### config.mk
export PLATFORM = sky130hd
export DESIGN_NAME = phv_assembler
export DESIGN_NICKNAME = d
export VERILOG_FILES = /design/src/rtl/parser_pkg.sv /design/src/rtl/beat_byte_mask.sv /design/src/rtl/phv_assembler.sv
export SDC_FILE = /design/constraint.sdc
export NUM_CORES = 2
export LEC_CHECK = 0
export CAP_MARGIN = 20
export CORE_AREA = 3 3 500 502
export CTS_CLUSTER_SIZE = 14
export DETAILED_ROUTE_END_ITERATION = 8
export DIE_AREA = 0 0 503 505
export PLACE_DENSITY_LB_ADDON = 0.12
export SLEW_MARGIN = 20
export SYNTH_ARGS = -nofsm -noshare
export SYNTH_HDL_FRONTEND = slang
export SYNTH_SLANG_ARGS = --single-unit
### constraint.sdc
create_clock -name i_clk -period 65.5 [get_ports i_clk]
set_input_delay 16.375 -clock i_clk [delete_from_list [all_inputs] [get_ports i_clk]]
set_output_delay 16.375 -clock i_clk [all_outputs]
set_load 0.05 [all_outputs]
### src/rtl/parser_pkg.sv
// ----------------------------------------------------------------------------
// parser_pkg
// Shared definitions for the parser front end:
//   - asm_state_t   : phv_assembler FSM states
//   - *_DEF         : default PHV / beat widths
//   - beats()       : number of input beats that make up one PHV
// ----------------------------------------------------------------------------
package parser_pkg;

   typedef enum logic [1:0] {
      ASM_IDLE    = 2'd0,
      ASM_COLLECT = 2'd1,
      ASM_DRAIN   = 2'd2
   } asm_state_t;

   localparam int PHV_WIDTH_DEF  = 1024;
   localparam int BEAT_WIDTH_DEF = 256;

   function automatic int beats(input int phv_width, input int beat_width);
      return phv_width / beat_width;
   endfunction

endpackage

### src/rtl/beat_byte_mask.sv
// ----------------------------------------------------------------------------
// beat_byte_mask
// Combinational byte-enable generator for one input beat. Byte 0 is the most
// significant byte of the beat; o_byte_en[b] enables byte b.
// Ports:
//   i_eop      : beat is the last beat of its packet
//   i_mod      : valid bytes on the eop beat (0 = all bytes valid)
//   o_byte_en  : per-byte enable, all ones unless eop with a non-zero mod
// ----------------------------------------------------------------------------
module beat_byte_mask
   import parser_pkg::*;
#(
   parameter int BEAT_WIDTH = BEAT_WIDTH_DEF,
   parameter int MOD_WIDTH  = $clog2(BEAT_WIDTH/8)
) (
   input  logic                    i_eop,
   input  logic [MOD_WIDTH-1:0]    i_mod,
   output logic [BEAT_WIDTH/8-1:0] o_byte_en
);

   localparam int BYTES = BEAT_WIDTH / 8;

   always_comb begin
      for (int b = 0; b < BYTES; b++) begin
         o_byte_en[b] = ~i_eop | (i_mod == '0) | (MOD_WIDTH'(b) < i_mod);
      end
   end

endmodule

### src/rtl/phv_assembler.sv
// ----------------------------------------------------------------------------
// phv_assembler
// Collects a beat-serial packet stream into one PHV_WIDTH-bit header vector.
// The first PHV_WIDTH bits of each packet become the PHV (packet byte 0 in the
// top byte); the rest of the packet is consumed and dropped. Valid/ready
// handshakes on both sides.
//
// Ports:
//   i_clk, i_rst        : clock, asynchronous active-high reset
//   i_data_valid/_sop/_eop/_mod, i_data : beat-serial input stream
//   o_data_ready        : input beat accepted when valid & ready
//   o_phv_out_valid     : PHV available, held until i_phv_ready
//   i_phv_ready         : downstream accepts the PHV
//   o_phv_out           : assembled PHV
//   o_phv_trunc         : packet was longer than PHV_WIDTH bits
//   o_cnt_pkt/_trunc/_abort : statistics (only with PHV_ASM_CNT_EN defined)
//
// Build option: define PHV_ASM_CNT_EN to add the three 32-bit wrapping
// statistics counters and their output ports.
// ----------------------------------------------------------------------------
module phv_assembler
   import parser_pkg::*;
#(
   parameter int PHV_WIDTH  = PHV_WIDTH_DEF,
   parameter int BEAT_WIDTH = BEAT_WIDTH_DEF,
   parameter int MOD_WIDTH  = $clog2(BEAT_WIDTH/8)
) (
   input  logic                  i_clk,
   input  logic                  i_rst,
   input  logic                  i_data_valid,
   input  logic                  i_data_sop,
   input  logic                  i_data_eop,
   input  logic [MOD_WIDTH-1:0]  i_data_mod,
   input  logic [BEAT_WIDTH-1:0] i_data,
   output logic                  o_data_ready,
   output logic                  o_phv_out_valid,
   input  logic                  i_phv_ready,
   output logic [PHV_WIDTH-1:0]  o_phv_out,
   output logic                  o_phv_trunc
`ifdef PHV_ASM_CNT_EN
   ,
   output logic [31:0]           o_cnt_pkt,
   output logic [31:0]           o_cnt_trunc,
   output logic [31:0]           o_cnt_abort
`endif
);

   localparam int BEATS = beats(PHV_WIDTH, BEAT_WIDTH);
   localparam int CNT_W = $clog2(BEATS) + 1;
   localparam int BYTES = BEAT_WIDTH / 8;
   localparam logic [CNT_W-1:0] LAST_SLOT = CNT_W'(BEATS - 1);

   asm_state_t            state_q, state_d;
   logic [CNT_W-1:0]      cnt_q, cnt_d;
   logic [PHV_WIDTH-1:0]  phv_q, phv_d;
   logic                  vld_q, vld_d;
   logic                  trunc_q, trunc_d;

   logic                  acc;
   logic                  emit;
   logic                  emit_trunc;
   logic                  wr_en;
   logic                  wr_clr;
   logic [CNT_W-1:0]      wr_slot;
   logic [BYTES-1:0]      byte_en;
   logic [BEAT_WIDTH-1:0] beat_m;

   beat_byte_mask #(
      .BEAT_WIDTH (BEAT_WIDTH),
      .MOD_WIDTH  (MOD_WIDTH)
   ) u_mask (
      .i_eop     (i_data_eop),
      .i_mod     (i_data_mod),
      .o_byte_en (byte_en)
   );

   always_comb begin
      for (int b = 0; b < BYTES; b++) begin
         beat_m[BEAT_WIDTH-1-8*b -: 8] = byte_en[b] ? i_data[BEAT_WIDTH-1-8*b -: 8] : 8'h00;
      end
   end

   // A pending PHV blocks every beat that would touch the buffer; tail beats
   // of a truncated packet never write it, so they may still flow.
   assign o_data_ready = ~vld_q | i_phv_ready | ((state_q == ASM_DRAIN) & ~i_data_sop);
   assign acc          = i_data_valid & o_data_ready;

   always_comb begin
      state_d    = state_q;
      cnt_d      = cnt_q;
      emit       = 1'b0;
      emit_trunc = 1'b0;
      wr_en      = 1'b0;
      wr_clr     = 1'b0;
      wr_slot    = '0;
      if (acc) begin
         if (i_data_sop) begin
            // sop always restarts, whatever packet was in flight.
            wr_en  = 1'b1;
            wr_clr = 1'b1;
            if (i_data_eop) begin
               emit    = 1'b1;
               state_d = ASM_IDLE;
               cnt_d   = '0;
            end else if (BEATS == 1) begin
               emit       = 1'b1;
               emit_trunc = 1'b1;
               state_d    = ASM_DRAIN;
               cnt_d      = '0;
            end else begin
               state_d = ASM_COLLECT;
               cnt_d   = CNT_W'(1);
            end
         end else begin
            unique case (state_q)
               ASM_COLLECT: begin
                  wr_en   = 1'b1;
                  wr_slot = cnt_q;
                  cnt_d   = cnt_q + CNT_W'(1);
                  if (i_data_eop) begin
                     emit    = 1'b1;
                     state_d = ASM_IDLE;
                     cnt_d   = '0;
                  end else if (cnt_q == LAST_SLOT) begin
                     emit       = 1'b1;
                     emit_trunc = 1'b1;
                     state_d    = ASM_DRAIN;
                     cnt_d      = '0;
                  end
               end
               ASM_DRAIN: begin
                  if (i_data_eop) begin
                     state_d = ASM_IDLE;
                  end
               end
               default: begin
                  // Orphan beat in IDLE: consumed and dropped.
               end
            endcase
         end
      end
   end

   // The collection buffer doubles as the output register: buffer writes only
   // happen on accepted beats, and a non-drain beat is accepted only when no
   // PHV is pending or the pending one is taken on the same edge.
   always_comb begin
      phv_d = phv_q;
      if (wr_en) begin
         for (int k = 0; k < BEATS; k++) begin
            if (CNT_W'(k) == wr_slot) begin
               phv_d[PHV_WIDTH-1-k*BEAT_WIDTH -: BEAT_WIDTH] = beat_m;
            end else if (wr_clr) begin
               phv_d[PHV_WIDTH-1-k*BEAT_WIDTH -: BEAT_WIDTH] = '0;
            end
         end
      end
      vld_d   = (vld_q & ~i_phv_ready) | emit;
      trunc_d = emit ? emit_trunc : trunc_q;
   end

   always_ff @(posedge i_clk or posedge i_rst) begin
      if (i_rst) begin
         state_q <= ASM_IDLE;
         cnt_q   <= '0;
         phv_q   <= '0;
         vld_q   <= 1'b0;
         trunc_q <= 1'b0;
      end else begin
         state_q <= state_d;
         cnt_q   <= cnt_d;
         phv_q   <= phv_d;
         vld_q   <= vld_d;
         trunc_q <= trunc_d;
      end
   end

   assign o_phv_out_valid = vld_q;
   assign o_phv_out       = phv_q;
   assign o_phv_trunc     = trunc_q;

`ifdef PHV_ASM_CNT_EN
   logic [31:0] cnt_pkt_q, cnt_trunc_q, cnt_abort_q;
   logic        abort_inc;

   // sop cutting off a packet in flight, or a non-sop beat with no packet open.
   assign abort_inc = acc & (i_data_sop ? (state_q != ASM_IDLE) : (state_q == ASM_IDLE));

   always_ff @(posedge i_clk or posedge i_rst) begin
      if (i_rst) begin
         cnt_pkt_q   <= '0;
         cnt_trunc_q <= '0;
         cnt_abort_q <= '0;
      end else begin
         cnt_pkt_q   <= cnt_pkt_q   + {31'd0, emit};
         cnt_trunc_q <= cnt_trunc_q + {31'd0, emit & emit_trunc};
         cnt_abort_q <= cnt_abort_q + {31'd0, abort_inc};
      end
   end

   assign o_cnt_pkt   = cnt_pkt_q;
   assign o_cnt_trunc = cnt_trunc_q;
   assign o_cnt_abort = cnt_abort_q;
`endif

endmodule
==> impl_metrics.env <==
export IMPL_grt_max_degree=142
export IMPL_holdWs_ns=0.483
export IMPL_antenna_found_initial=28
export IMPL_status="finished, final reports clean"
export IMPL_async_reset_ff_share_pct=100
export IMPL_cts_resized=0
export IMPL_period_needed_ns=35.07
export IMPL_dr_pass1_iters=6
export IMPL_drt_iter0_markers=1808
export IMPL_p_seq_share_pct=32.9
export IMPL_syn_inst=2989
export IMPL_place_port_buffers=1293
export IMPL_critPathLaunchType="input pin"
export IMPL_worstPathArrival_ns=18.70
export IMPL_finalSetupTns_ns=0
export IMPL_r2r_cells=6
export IMPL_combPwrFrac_pct=35.8
export IMPL_r2r_start="o_phv_out_valid"
export IMPL_final_hold_violation_count=0
export IMPL_hold_start="o_phv_out[890]"
export IMPL_power_density_nw_per_um2=39.8
export IMPL_internal_power_uw=1440
export IMPL_die_area_um2=254000
export IMPL_areaGrowthSynthToFinish_pct=52.6
export IMPL_setup_ws_ns=30.43
export IMPL_syn_area_per_cell_um2=13.3
export IMPL_regArea_um2=25800
export IMPL_crit_chain="clkdlybuf4s50_1, nor3b_1, or2_2, clkdlybuf4s50_1"
export IMPL_clkSinkCount=1031
export IMPL_cts_root_buf="clkbuf_16"
export IMPL_p_switching_uw=983
export IMPL_finalNetCount=4507
export IMPL_syn_area_um2=39800
export IMPL_clkLatencyLatePin_ns=0.77
export IMPL_min_to="o_phv_out[890]"
export IMPL_swShare_pct=40.6
export IMPL_coreArea_um2=246000
export IMPL_max_cap_violations=0
export IMPL_leakage_uw=0.0252
export IMPL_clkPwrFrac_pct=31.3
export IMPL_slew_viol_final=0
export IMPL_mostFrequentLayoutCells="clkdlybuf4s50_1, dfrtp_1, o2bb2ai_1"
export IMPL_layout_drive_gt1_share_pct=7.61
export IMPL_ys_seq_elements=1031
export IMPL_place_gp_congestion=0.775
export IMPL_relSlewSlack_pct=24.9
export IMPL_slowest_stage="clkdlybuf4s50_1"
export IMPL_grt_util_all_layers_pct=17.2
export IMPL_clk_pin_slew_ns=0.06
export IMPL_ir_drop_mv=0.0173
export IMPL_row_count=182
export IMPL_cp_required_ns=49.12
export IMPL_critPathMaxStageDelay_ns=0.83
export IMPL_synth_edf_count=0
export IMPL_cts_path_max_buffers=3
export IMPL_postCtsSetupRepairBufs=0
export IMPL_final_common_cell="clkdlybuf4s50_1"
export IMPL_hold_class="reg2reg"
export IMPL_period_share_pct=53.5
export IMPL_hold_buffers=0
export IMPL_synth_nets=3257
export IMPL_synth_ff_type="dfrtp_1"
export IMPL_holdPathStages=1
export IMPL_wl_per_cell_um=29.9
export IMPL_fp_dieH_um=505
export IMPL_setup_viol=0
export IMPL_rsz0062_at_grt="no"
export IMPL_ys_types=59
export IMPL_ant_nets=0
export IMPL_drc=0
export IMPL_routed_wl_um=227000
export IMPL_n_fill_cell=25800
export IMPL_grt_ovfl_total=0
export IMPL_vias=31700
export IMPL_yosys_warnings=0
export IMPL_post_dp_hpwl_um=160000
export IMPL_path_max_fanout=11
export IMPL_fp_dieW_um=503
export IMPL_vias_per_cell=4.19
export IMPL_io_pins=1294
export IMPL_fin_worst_skew_ns=0.0340
export IMPL_cts_buffers=137
export IMPL_cts_max_level=4
export IMPL_tightestPinTransition_ns=1.13
export IMPL_r2r_setup_slack_ns=61.16
export IMPL_cp_end_kind="primary output"
export IMPL_fmax_ghz=0.0285
export IMPL_multi_input_area_um2=12400
export IMPL_startpoint="i_data_sop"
export IMPL_r2r_end="o_phv_out[476]"
export IMPL_grt_pass1_wl_um=308000
export IMPL_cp_common_cell="clkdlybuf4s50_1"
export IMPL_post_place_ws_ns=30.45
export IMPL_cts_tree="built"
export IMPL_path_class="in2out"
export IMPL_ys_seq_area_share_pct=64.8
export IMPL_grt_pass1_vias=33500
export IMPL_start_util_pct=16.2
power by group through the flow:
stage               sequential, uW  combinational (uW)  clock, uW
detailed placement             807                 880          0
finish                         797                 865        757
CTS                            798                 882        789
global route                   810                 902        810
floorplan                     1150                 159          0
global placement               806                 882          0
worst max-delay path, delay by kind of cell:
family | cells | cell delay [ns]
buffers and inverters | 2 | 1.55
AND/OR/NAND/NOR | 2 | 0.77
worst max-delay path by stage:
stage                   endpoint  cells past startpoint
finish              o_data_ready                      4
global route        o_data_ready                      4
CTS                 o_data_ready                      4
detailed placement  o_data_ready                      4
global placement    o_data_ready                      4
floorplan               cnt_q[0]                      1
through the flow:
stage	util [%]	instance area [um^2]	total power [uW]	cells
6_report	24.7	60800	2420	7568
5_1_grt	24.7	60800	2520	7562
4_1_cts	24.7	60800	2470	7555
3_5_place_dp	22.9	56300	1690	7318
3_3_place_gp	22.9	56300	1690	7317
2_1_floorplan	-	39800	1310	2989
kinds of logic (layout without fill, tap and decap cells):
group	count (synthesis)	in the layout	share of synthesized area, %
compound gates	792	792	18.0
xor+xnor	1	1	0.0220
fa+ha+maj	1	1	0.0314
buf+inv	395	1743	4.53
flops	1031	1031	64.8
mux	280	280	7.06
other cells	0	11	0
simple gates	489	489	5.60
sequential cells by signal, summed over array words and instances, names as in the netlist:
| signal | flops |
|---|---|
| cnt_q | 3 |
| o_phv_out | 1024 |
| o_phv_out_valid | 1 |
| o_phv_trunc | 1 |
| state_q | 2 |
cells in the mapped netlist, drive strengths merged (2+ instances only):
master,number,share of area [%]
a221oi,4,0.18
inv,144,1.4
a21oi,5,0.063
o21ai,22,0.29
nand2b,4,0.063
and3,4,0.063
nand3,135,1.8
buf,147,2.2
o211ai,5,0.11
clkbuf,104,0.98
a32o,240,6.0
a22o,112,2.5
and2,5,0.079
or2,3,0.047
o2bb2ai,384,8.4
dfrtp,1031,65
nor3b,3,0.057
nor2b,3,0.047
a21o,5,0.094
nand2,301,2.8
nand4,2,0.031
nor2,10,0.10
nor3,13,0.36
or3,2,0.031
nor4b,2,0.082
mux2,8,0.23
mux2i,272,6.8
area by class of cell:
type	instances	area share (%)
Sequential cell	1031	42.4
Timing Repair Buffer	1362	22.3
Multi-Input combinational cell	1563	20.3
Tap cell	3220	6.63
Clock buffer	200	6.49
Inverter	144	0.901
Clock inverter	37	0.844
Antenna cell	11	0.0453
per-layer routing:
layer	GRT usage [%]	vias up	wire length, um
met2	28.8	1154	109000
met5	0	-	150
met4	4.11	24	4800
met1	20.7	16600	91800
met3	6.79	221	20900
li1	-	13700	-
Power figures use the tool's default switching activity.
